$ cat src/rtl/gpio_sevenseg_scan.sv
`default_nettype none
// +--------------------------------------------------------------------------+
// | gpio_sevenseg_scan: 8-digit multiplexed hex display of a 32-bit register  |
// | Revision: 1.0                                                             |
// +--------------------------------------------------------------------------+
module gpio_sevenseg_scan #(
    parameter int unsigned DIV            = 50000,
    parameter bit          SEG_ACTIVE_LOW = 1'b1,
    parameter bit          AN_ACTIVE_LOW  = 1'b1
) (
    input  logic        clk,
    input  logic        Rst_n,
    input  logic [31:0] Din,
    input  logic [7:0]  Dp,
    input  logic        En,
    input  logic        Blank_lz,
    output logic [6:0]  Seg,
    output logic        Dp_out,
    output logic [7:0]  An,
    output logic        Frame
);

    localparam logic [15:0] C_LAST    = 16'(DIV - 1);
    localparam logic [6:0]  C_SEG_OFF = SEG_ACTIVE_LOW ? 7'h7F : 7'h00;
    localparam logic        C_DP_OFF  = SEG_ACTIVE_LOW;
    localparam logic [7:0]  C_AN_OFF  = AN_ACTIVE_LOW ? 8'hFF : 8'h00;

    logic [15:0] cnt_q, cnt_d;
    logic [2:0]  idx_q, idx_d;
    logic [31:0] shadow_q, shadow_d;
    logic [7:0]  dps_q, dps_d;
    logic        frame_q, frame_d;
    logic [7:0]  an_q, an_d;
    logic [6:0]  seg_q, seg_d;
    logic        dpo_q, dpo_d;

    logic        w_tick;
    logic [7:0]  w_zero_from;
    logic [3:0]  w_nib;
    logic        w_blank;
    logic [6:0]  w_seg_log;
    logic        w_dp_log;

    function automatic logic [6:0] hex7(input logic [3:0] n);
        logic [6:0] p;
        case (n)
            4'h0: p = 7'h3F;  4'h1: p = 7'h06;  4'h2: p = 7'h5B;  4'h3: p = 7'h4F;
            4'h4: p = 7'h66;  4'h5: p = 7'h6D;  4'h6: p = 7'h7D;  4'h7: p = 7'h07;
            4'h8: p = 7'h7F;  4'h9: p = 7'h6F;  4'hA: p = 7'h77;  4'hB: p = 7'h7C;
            4'hC: p = 7'h39;  4'hD: p = 7'h5E;  4'hE: p = 7'h79;  default: p = 7'h71;
        endcase
        return p;
    endfunction

    // Scan sequencing; the shadow only reloads at a frame boundary so no digit tears.
    always_comb begin
        w_tick   = (cnt_q == C_LAST);
        cnt_d    = cnt_q;
        idx_d    = idx_q;
        shadow_d = shadow_q;
        dps_d    = dps_q;
        frame_d  = 1'b0;
        if (!En) begin
            cnt_d    = 16'd0;
            idx_d    = 3'd0;
            shadow_d = Din;
            dps_d    = Dp;
        end else if (w_tick) begin
            cnt_d = 16'd0;
            idx_d = idx_q + 3'd1;
            if (idx_q == 3'd7) begin
                shadow_d = Din;
                dps_d    = Dp;
                frame_d  = 1'b1;
            end
        end else begin
            cnt_d = cnt_q + 16'd1;
        end
    end

    // w_zero_from[k]: shadow nibbles k..7 are all zero.
    always_comb begin
        w_zero_from    = '0;
        w_zero_from[7] = (shadow_q[31:28] == 4'h0);
        for (int k = 6; k >= 0; k--) begin
            w_zero_from[k] = w_zero_from[k+1] && (shadow_q[4*k +: 4] == 4'h0);
        end
    end

    always_comb begin
        w_nib     = shadow_q[{idx_q, 2'b00} +: 4];
        w_blank   = Blank_lz && (idx_q != 3'd0) && w_zero_from[idx_q];
        w_seg_log = w_blank ? 7'h00 : hex7(w_nib);
        w_dp_log  = !w_blank && dps_q[idx_q];
        if (En) begin
            an_d  = (8'd1 << idx_q) ^ C_AN_OFF;
            seg_d = w_seg_log ^ C_SEG_OFF;
            dpo_d = w_dp_log ^ C_DP_OFF;
        end else begin
            an_d  = C_AN_OFF;
            seg_d = C_SEG_OFF;
            dpo_d = C_DP_OFF;
        end
    end

    always_ff @(posedge clk or negedge Rst_n) begin
        if (!Rst_n) begin
            cnt_q    <= 16'd0;
            idx_q    <= 3'd0;
            shadow_q <= 32'd0;
            dps_q    <= 8'd0;
            frame_q  <= 1'b0;
            an_q     <= C_AN_OFF;
            seg_q    <= C_SEG_OFF;
            dpo_q    <= C_DP_OFF;
        end else begin
            cnt_q    <= cnt_d;
            idx_q    <= idx_d;
            shadow_q <= shadow_d;
            dps_q    <= dps_d;
            frame_q  <= frame_d;
            an_q     <= an_d;
            seg_q    <= seg_d;
            dpo_q    <= dpo_d;
        end
    end

    assign Seg    = seg_q;
    assign Dp_out = dpo_q;
    assign An     = an_q;
    assign Frame  = frame_q;

endmodule
`default_nettype wire

$ cat config.mk
export PLATFORM = sky130hd
export DESIGN_NAME = gpio_sevenseg_scan
export DESIGN_NICKNAME = d
export VERILOG_FILES = /design/src/rtl/gpio_sevenseg_scan.sv
export SDC_FILE = /design/constraint.sdc
export NUM_CORES = 1
export LEC_CHECK = 0
export CAP_MARGIN = 20
export CORE_UTILIZATION = 57
export DETAILED_ROUTE_END_ITERATION = 12
export GPL_TIMING_DRIVEN = 1
export HOLD_SLACK_MARGIN = 0.12
export PLACE_DENSITY = 0.85
export SLEW_MARGIN = 30
export SYNTH_ARGS = -nofsm -noshare
export SYNTH_HDL_FRONTEND = slang
export SYNTH_SLANG_ARGS = --single-unit
$ cat constraint.sdc
create_clock -name clk -period 6.6 [get_ports clk]
set_input_delay 0.66 -clock clk [delete_from_list [all_inputs] [get_ports clk]]
set_output_delay 0.66 -clock clk [all_outputs]
set_load 0.02 [all_outputs]
==> metrics.md <==
| Metric | Value |
|---|---|
| Synthesis warning total | `0` |
| Post-CTS Setup Bufs | `0` |
| Synth async-reset ratio | `100%` |
| Minimum clock period | `2.87 ns` |
| RR Startpoint | `idx_q[0]` |
| Area Growth Syn to Fin | `23.6%` |
| Avg Synthesized Cell Area | `12.7 µm²` |
| Arr. time, crit path | `3.09 ns` |
| Area share of the largest cell type after synthesis | `40.5%` |
| Rows | `29` |
| Non-filler cells in the finished layout | `roughly 440` |
| DRC viols | `0` |
| Final setup fails | `0` |
| Max-slew headroom | `40.6%` |
| DRT Wirelength | `7.19 mm` |
| Maximum clock path buffer count | `2` |
| CTS resizes | `0` |
| Synthesized area | `0.00371 mm²` |
| Final period util | `a little over two fifths` |
| Hold Vio Cnt, Final | `0` |
| Number of cells in the design after placement | `421` |
| Post-route cell area | `0.00458 mm²` |
| Fillers | `between 400 and 500` |
| Setup WS pre-CTS | `between 3 and 4 ns` |
| CP peak stage delay | `0.89 ns` |
| Max Freq | `between 0.3 and 0.4 GHz` |
| Finished Core Util | `~73%` |
| Outcome | `finished, final reports clean` |
| Part of the Yosys area used for sequential elements | `51.8%` |
| CP required | `6.83 ns` |
| Pre-Repair DR Iteration Count | `4` |
| Hold crit path type | `in -> async` |
| Critical path, cell by cell | `mux4_2 > mux2i_1 > inv_1 > ha_1 > nand2_1 > a21boi_1 > o211ai_1` |
| Clock skew | `0.0105 ns` |
| CP Launch Type | `flop` |
| DRT antenna net count | `0` |
| H-Tree Level Count | `3` |
| Synth Net Count | `350` |
| Starting Density | `58.7%` |
| DP Area | `0.00438 mm²` |
| Distinct cells, synth | `between 40 and 50` |
| Via density | `5.76` |
| Die Span X | `82.7 µm` |
| Die height | `82.7 µm` |
| Core box area | `0.00631 mm²` |
| Clk slew on worst S/H paths | `roughly 0.080 ns` |
| Nets@finish | `between 400 and 500` |
| Worst reg2reg endpoint | `Seg[6]` |
| First-pass GRT wire length | `11.7 mm` |
| Ranking of synthesized cells by area | `dfrtp_1, mux2_2, dfstp_2, mux4_2, ha_1` |
| Pwr per Cell Area | `roughly 220 mW/mm²` |
| HPWL after DPL | `about 5 mm` |
| Final setup margin | `3.73 ns` |
| Clk sinks | `76` |
| Largest fanout on the critical path | `18` |
| Number of enable flip-flop cells after synthesis | `0` |
| Gpl congestion | `0.819` |
| CP max-delay cell | `dfrtp_1` |
| Vias in the first global route | `2486` |
| Die Footprint | `0.00683 mm²` |
| I/O Buffers | `60` |
| Via count | `2516` |
| Top_reg_cell synth | `dfrtp_1` |
| CP endpoint kind | `flop` |
| Max-cap viol count | `0` |
| Fin Hold WS | `0.412 ns` |
| Synthesized instance count | `293` |
| Leading area contributor after synthesis | `dfrtp_1` |
| Reg2reg setup slack | `about 3.7 ns` |
| Initial DRC Count | `159` |
| Leakage power | `1.89 nW` |
| TNS Setup | `0 ns` |
| Synth Register Bits | `76` |
| Total congestion overflow | `0` |
| Layout cells sized above 1 | `25.0%` |
| CTS tree | `yes` |
| Antenna diodes | `0` |
| CTS Hold Bufs | `0` |
| CTS Buf Count | `9` |
| Io pins | `a little over 60` |
| Initial antenna violation count | `0` |
| Worst Max-Slew Pin Slew | `0.866 ns` |
| VDD IR-drop max | `0.170 mV` |
| Clock insertion delay at the later pin of the skew report | `0.35 ns` |
| Overall Power | `1.03 mW` |
| Largest net degree at the start of global routing | `77` |
| Max-slew violations | `0` |
| RSZ-0062 raised after global routing | `false` |
| Total track usage | `23.4%` |
| Routed wire per std cell | `~16 µm` |
| R2r worst-path depth | `7` |
| Setup CP Type | `reg -> reg` |
| Clk root buf | `clkbuf_8` |
[Yosys cell counts, drive strengths merged, types with 3 or more instances]
master / n
mux2: 42
nor4: 7
nand4: 3
and3: 7
a21boi: 3
nand3: 12
dfstp: 16
nor2: 22
buf: 9
nor3: 3
inv: 8
xor2: 6
dfrtp: 60
ha: 13
and2: 3
clkbuf: 3
xnor2: 9
mux4: 8
mux2i: 9
nand2: 22
o211ai: 3
o21ai: 6
nand2b: 3
[per-layer routing]
| layer | track usage [%] | vias up | share of wire, % |
|---|---|---|---|
| met5 | 0 | - | 0 |
| met4 | 10.9 | 0 | 2.0 |
| met3 | 4.62 | 14 | 3.6 |
| met2 | 37.3 | 75 | 50 |
| met1 | 30.8 | 1257 | 45 |
| li1 | - | 1170 | - |
[critical path, delay by kind of cell, from the launching register on]
family,cells,cell delay (ns)
simple gates,1,0.09
buf+inv,1,0.18
compound gates,2,0.26
mux,2,1.04
flops,1,0.89
fa+ha+maj,1,0.27
[registers in the layout, summed over array words and instances, names as in the netlist]
signal / flops
Dp_out: 1
Frame: 1
cnt_q: 16
shadow_q: 32
dps_q: 8
An: 8
Seg: 7
idx_q: 3
[power by group]
group | switching [mW] | internal, mW | total, mW
clock network | 0.164 | 0.196 | 0.360
registers | 0.0232 | 0.502 | 0.525
logic | 0.0637 | 0.0812 | 0.145
[cell usage in the layout (no fill, tap or decap), types with 2 or more instances in the layout]
cell type,count
and2_1,3
mux2i_1,8
inv_2,2
dfrtp_1,60
nor4_1,7
buf_16,2
nand2b_1,3
a21boi_1,3
o21ai_0,4
nor3_1,3
mux2_2,39
clkdlybuf4s50_1,59
o211ai_1,3
mux2_1,2
ha_1,13
nand2_1,21
clkbuf_1,2
nor2b_1,2
and3_1,7
nand4_1,2
mux4_2,8
a21oi_1,2
clkbuf_8,11
o221ai_1,2
clkinvlp_4,2
xor2_1,6
xnor2_1,9
inv_1,6
nand3_1,12
nor2_1,22
dfstp_2,16
[how the worst max path moves through the flow]
stage,startpoint,end,slack [ns],depth (start not counted)
2_1_floorplan,idx_q[0],Seg[3],4.53,8
3_3_place_gp,idx_q[0],shadow_q[23],3.73,5
3_5_place_dp,idx_q[0],Seg[6],3.73,7
4_1_cts,idx_q[0],Seg[6],3.72,7
5_1_grt,idx_q[0],Seg[3],3.53,7
6_report,idx_q[0],Seg[6],3.73,7
[cell families (layout without fill, tap and decap cells)]
| kind of cell | after synthesis | in the layout | share of synthesized area (%) |
|---|---|---|---|
| xor+xnor | 15 | 15 | 3.54 |
| buf+inv | 20 | 87 | 3.37 |
| flops | 76 | 76 | 51.8 |
| fa+ha+maj | 13 | 13 | 4.39 |
| mux | 59 | 59 | 20.5 |
| simple gates | 85 | 85 | 11.3 |
| compound gates | 25 | 25 | 5.06 |
[layout make-up]
cell class | instances | area (µm²) | area share (%)
Clock buffer | 13 | 159 | 3.47
Clock inverter | 3 | 45.0 | 0.983
Inverter | 8 | 30.0 | 0.655
Multi-Input combinational cell | 197 | 1670 | 36.4
Sequential cell | 76 | 1920 | 41.9
Tap cell | 77 | 96.3 | 2.10
Timing Repair Buffer | 63 | 662 | 14.4
Power figures use the tool's default switching activity.
==> edit 1 (same settings) <==
The parameter `DIV` goes from 50000 to 32768.
--- a/src/rtl/gpio_sevenseg_scan.sv
+++ b/src/rtl/gpio_sevenseg_scan.sv
@@ -4,7 +4,7 @@
 // | Revision: 1.0                                                             |
 // +--------------------------------------------------------------------------+
 module gpio_sevenseg_scan #(
-    parameter int unsigned DIV            = 50000,
+    parameter int unsigned DIV            = 32768,
     parameter bit          SEG_ACTIVE_LOW = 1'b1,
     parameter bit          AN_ACTIVE_LOW  = 1'b1
 ) (
Behaviour: same outputs for any inputs over 10 cycles, from zero or initial values and one cycle with Rst_n low; that may be too few to reach the edited logic, so the function may still have changed.
==> edit 1 against the unedited design <==
  * Clock skew shrank 4.0 ps
  * Total power grew 5.8%
  * Non-clock buffer count shrank 1
  * Final cell count shrank 1.4%
  * Cell area shrank 0.22%
  * Sequential cell count is the same
  * Largest power group unchanged
  * Utilization shrank 0.57 points
  * Synthesized area grew 0.64%
  * Routed wire length shrank 3.3%
  * Via count shrank 3.3%
  * Worst setup slack gained 3.0 ps
  * First-iteration DRC count grew 8.2%
==> edit 1: results (changes against the unedited design) <==
Final layout:
- The final net count came to 406 (-1.5%).
- The number of combinational gates with multiple inputs is 193 (-2.0%).
- The fraction of area in registers is 42.02% (+0.092 points).
- The buffer count excluding the clock tree in the final layout is 62 (-1.6%).
- The area used by multi-input combinational logic was 0.001675 mm² (+0.38%).
- The proportion of cell area occupied by multi-input gates is 36.63% (+0.22 points).
- The number of standard cells in the layout, taps in and fillers out is 431 (-1.4%).

Synth:
- The post-synth net total is 346 (-1.1%).
- In the post-synthesis netlist, the biggest area contributors are sky130_fd_sc_hd__dfrtp_1 (40%), sky130_fd_sc_hd__dfstp_2 (11%), sky130_fd_sc_hd__mux2_2 (10%).
- The number of distinct library cells after synthesis is 45 (-2.2%).
- The number of standard cells after synthesis came to 289 (-1.4%).
- The adder and majority cell fraction of the synthesized area came to 4.358% (-0.028 points).

Place:
- The global placer's final weighted congestion is 0.7752 (-5.4%).
- The area of placed instances came to 0.004330 mm² (-1.0%).
- The placed wire-length estimate after detailed placement is 4.977 mm (-1.7%).

Drt:
- The detailed router's first-iteration violation count is 172 (+8.2%).
- The mean number of vias per cell is 5.645 (-2.0%).
- The detailed-routed wire length on met2 came to 3.499 mm (-2.3%).
- The wire length the detailed router placed on met1 is 3.070 mm (-4.1%).
- The met3 wire length is 294 µm (+13%).

Setup path:
- The depth of the worst register-to-register path is 8 (+1).
- The largest fanout on the critical path is 16 (-2).

Power and ir drop:
- The static leakage is 0.001927 µW (+1.8%).

Outcome:
- The flow ran to the end, and the final reports show no timing, DRC or antenna violations.

Timing:
- The final worst slack came to 3736 ps (+3.040 ps).
- The slew of the pin with the lowest slew margin is 809.3 ps (-57.06 ps).
-- edit 1: changes by cell type in the layout (fill, tap and decap cells not counted), moves of 4 or more --
cell                      delta
sky130_fd_sc_hd__mux2i_1     -5
sky130_fd_sc_hd__mux2_2      -6
sky130_fd_sc_hd__mux2_4      +8
sky130_fd_sc_hd__and3_1      -4
sky130_fd_sc_hd__nand2_1     +5
-- edit 1: per-layer routing --
metal,global-route usage [%],up-vias
li1,-,1145
met4,12.07,0
met5,0,-
met2,35.69,71
met1,29.75,1206
met3,3.877,11
-- edit 1: cells by family after synthesis --
family	after synthesis
AND/OR/NAND/NOR	88
flip-flops	76
multiplexers	56
AO/OA/AOI/OAI	21
buffers and inverters	20
XOR/XNOR	15
adder cells (fa/ha/maj)	13
-- edit 1: how the worst max path moves through the flow --
stage                         startpoint  cells past startpoint          endpoint
CTS                 idx_q[0]$_DFFE_PN0P_                      8  Seg[3]$_DFF_PN1_
global route        idx_q[0]$_DFFE_PN0P_                      8  Seg[3]$_DFF_PN1_
global placement    idx_q[0]$_DFFE_PN0P_                      8  Seg[3]$_DFF_PN1_
floorplan           idx_q[0]$_DFFE_PN0P_                     10  Seg[3]$_DFF_PN1_
detailed placement  idx_q[0]$_DFFE_PN0P_                      8  Seg[3]$_DFF_PN1_
finish              idx_q[0]$_DFFE_PN0P_                      8  Seg[3]$_DFF_PN1_
-- edit 1: power groups by stage --
| stage | registers (µW) | logic [µW] | clock network, µW |
|---|---|---|---|
| after detailed placement | 534 | 141 | 0 |
| after global routing | 530 | 153 | 450 |
| after floorplan | 533 | 77.3 | 0 |
| final | 526 | 141 | 422 |
| after global placement | 532 | 137 | 0 |
| after CTS | 526 | 142 | 428 |
==> edit 2 (same flow settings) <==
Without the edit above. Put one more register stage on the output `An`, cleared by the reset. The value now appears one clock later. The other outputs are not delayed to match.
--- a/src/rtl/gpio_sevenseg_scan.sv
+++ b/src/rtl/gpio_sevenseg_scan.sv
@@ -127,7 +127,13 @@
 
     assign Seg    = seg_q;
     assign Dp_out = dpo_q;
-    assign An     = an_q;
+    always_ff @(posedge clk or negedge Rst_n) begin
+        if (!Rst_n) begin
+            An <= '0;
+        end else begin
+            An <= an_q;
+        end
+    end
     assign Frame  = frame_q;
 
 endmodule
Function: changed (Yosys sat finds a counterexample within 4 cycles, from zero or initial values and one cycle with Rst_n low).
==> edit 2 against the unedited design <==
  * Total power up 8.3%
  * Fmax up 2.3%
  * Clock power up 9.7%
  * Sequential cell count up 8
  * Worst setup slack better by 63 ps
  * Synthesized area up 6.0%
  * Cell area up 4.7%
  * Routed wire length up 5.8%
==> edit 2: results (changes against the unedited design) <==
Setup path:
- The largest fanout on the critical path is 16 (-2).
- The termination of the worst setup path is Seg[3]$_DFF_PN1_.
- The depth of the worst register-to-register path is 5 (-2).
- The data arrival time of the worst path is 3070 ps (-20 ps).
- The setup slack of the worst register-to-register path is 3800 ps (+60 ps).

Place:
- The placed wire-length estimate after detailed placement is 5.406 mm (+6.8%).
- The global placer's final weighted congestion is 0.7924 (-3.3%).
- The area of placed instances is 0.004578 mm² (+4.6%).

Global routing:
- The largest net degree at the start of global routing was 85 (+10%).
- The met1 demand-to-capacity share in global routing is 30.34% (-0.44 points).
- The global-route met2 utilization is 38.12% (+0.83 points).
- The global-route track usage on met3 is 6.907% (+2.3 points).
- The global routing usage summed across all routing layers is 23.77% (+0.38 points).
- The wire length of the first global-routing pass is 12.93 mm (+10%).
- The number of global-route vias before repair was 2663 (+7.1%).

Synth:
- The sequential-to-total area share from yosys stat is 53.98% (+2.2 points).
- The area fraction in compound gates after synthesis is 3.819% (-1.2 points).
- In the post-synthesis netlist, the biggest area contributors are sky130_fd_sc_hd__dfrtp_1 (43%), sky130_fd_sc_hd__mux2_2 (12%), sky130_fd_sc_hd__dfstp_2 (11%).
- The number of distinct library cells after synthesis is 41 (-11%).
- The xor and xnor area share after synthesis is 3.119% (-0.42 points).
- The mux cell area share after synthesis is 21.36% (+0.88 points).
- The number of standard cells after synthesis is 295 (+0.68%).
- The post-synth net total is 352 (+0.57%).
- The share of Yosys cell area claimed by the top area cell type came to 43.28% (+2.8 points).
- The adder and majority cell fraction of the synthesized area is 4.137% (-0.25 points).
- The fraction of synthesis flops using an asynchronous set or reset pin is 100.0% (unchanged).
- By count the netlist is led by sky130_fd_sc_hd__dfrtp_1 (68), sky130_fd_sc_hd__mux2_2 (41), sky130_fd_sc_hd__nand2_1 (25).

Clocking:
- The number of buffers added by the clock tree synthesis step is 9 (unchanged).
- The largest buffer count on any clock path is 2 (unchanged).
- The count of cells resized by post-cts repair is 0 (unchanged).
- The cell at the root of the clock tree is sky130_fd_sc_hd__clkbuf_8.
- The number of H-tree branching levels is 3 (unchanged).

Power and ir drop:
- The worst IR drop on VDD came to 175.5 µV (+3.1%).
- The static leakage came to 0.001967 µW (+3.9%).
- The net switching power of the design is 268.5 µW (+7.0%).
- The fraction of power spent switching nets is 24.07% (-0.27 points).
- The sequential share of power was 51.6% (+0.6 points).

Drt:
- The wire length the detailed router placed on met1 is 3.257 mm (+1.7%).
- The detailed-routed wire length on met2 was 3.756 mm (+4.9%).
- The detailed router's first-iteration violation count is 194 (+22%).
- The met3 wire length is 381 µm (+47%).
- The aggregate routed wire length is 7.607 mm (+5.8%).
- The detailed-route via count was 2540 (+0.95%).

Final layout:
- The number of antenna cells inserted was 0 (unchanged).
- The final net count is 412 (unchanged).
- The fraction of layout cells with a size suffix above 1 is 21.94% (-3.1 points).

Timing:
- The worst-case clock skew came to 6.642 ps (-3.845 ps).
- The worst-case headroom to the max-slew limit came to 39.34% (-1.3 points).

Outcome:
- The flow ran to the end, and the final reports show no timing, DRC or antenna violations.

Min path:
- The class of the tightest hold or removal check is in2async.
## edit 2: per-stage QoR
step | setup slack, ps | hold slack [ps]
floorplan | 4408 | 364.4
global placement | 3688 | 380.6
detailed placement | 3831 | 381.0
CTS | 3825 | 391.6
global route | 3572 | 393.5
finish | 3796 | 345.9
## edit 2: layout make-up
class,count,area [µm²]
flip-flops and latches,84,2122
fillers,433,1697
well taps,77,96.34
clock inverters,6,88.84
clock buffers,10,127.6
multi-input cells,190,1677
inverters,8,30.03
repair buffers,62,656.9
## edit 2: worst max-delay path, stage by stage, from the launching register on
cell and delay [ps]:
sky130_fd_sc_hd__dfrtp_1 800, sky130_fd_sc_hd__mux4_1 690, sky130_fd_sc_hd__mux2i_1 730, sky130_fd_sc_hd__mux2i_1 270
sky130_fd_sc_hd__mux2i_1 90, sky130_fd_sc_hd__nand2b_1 150
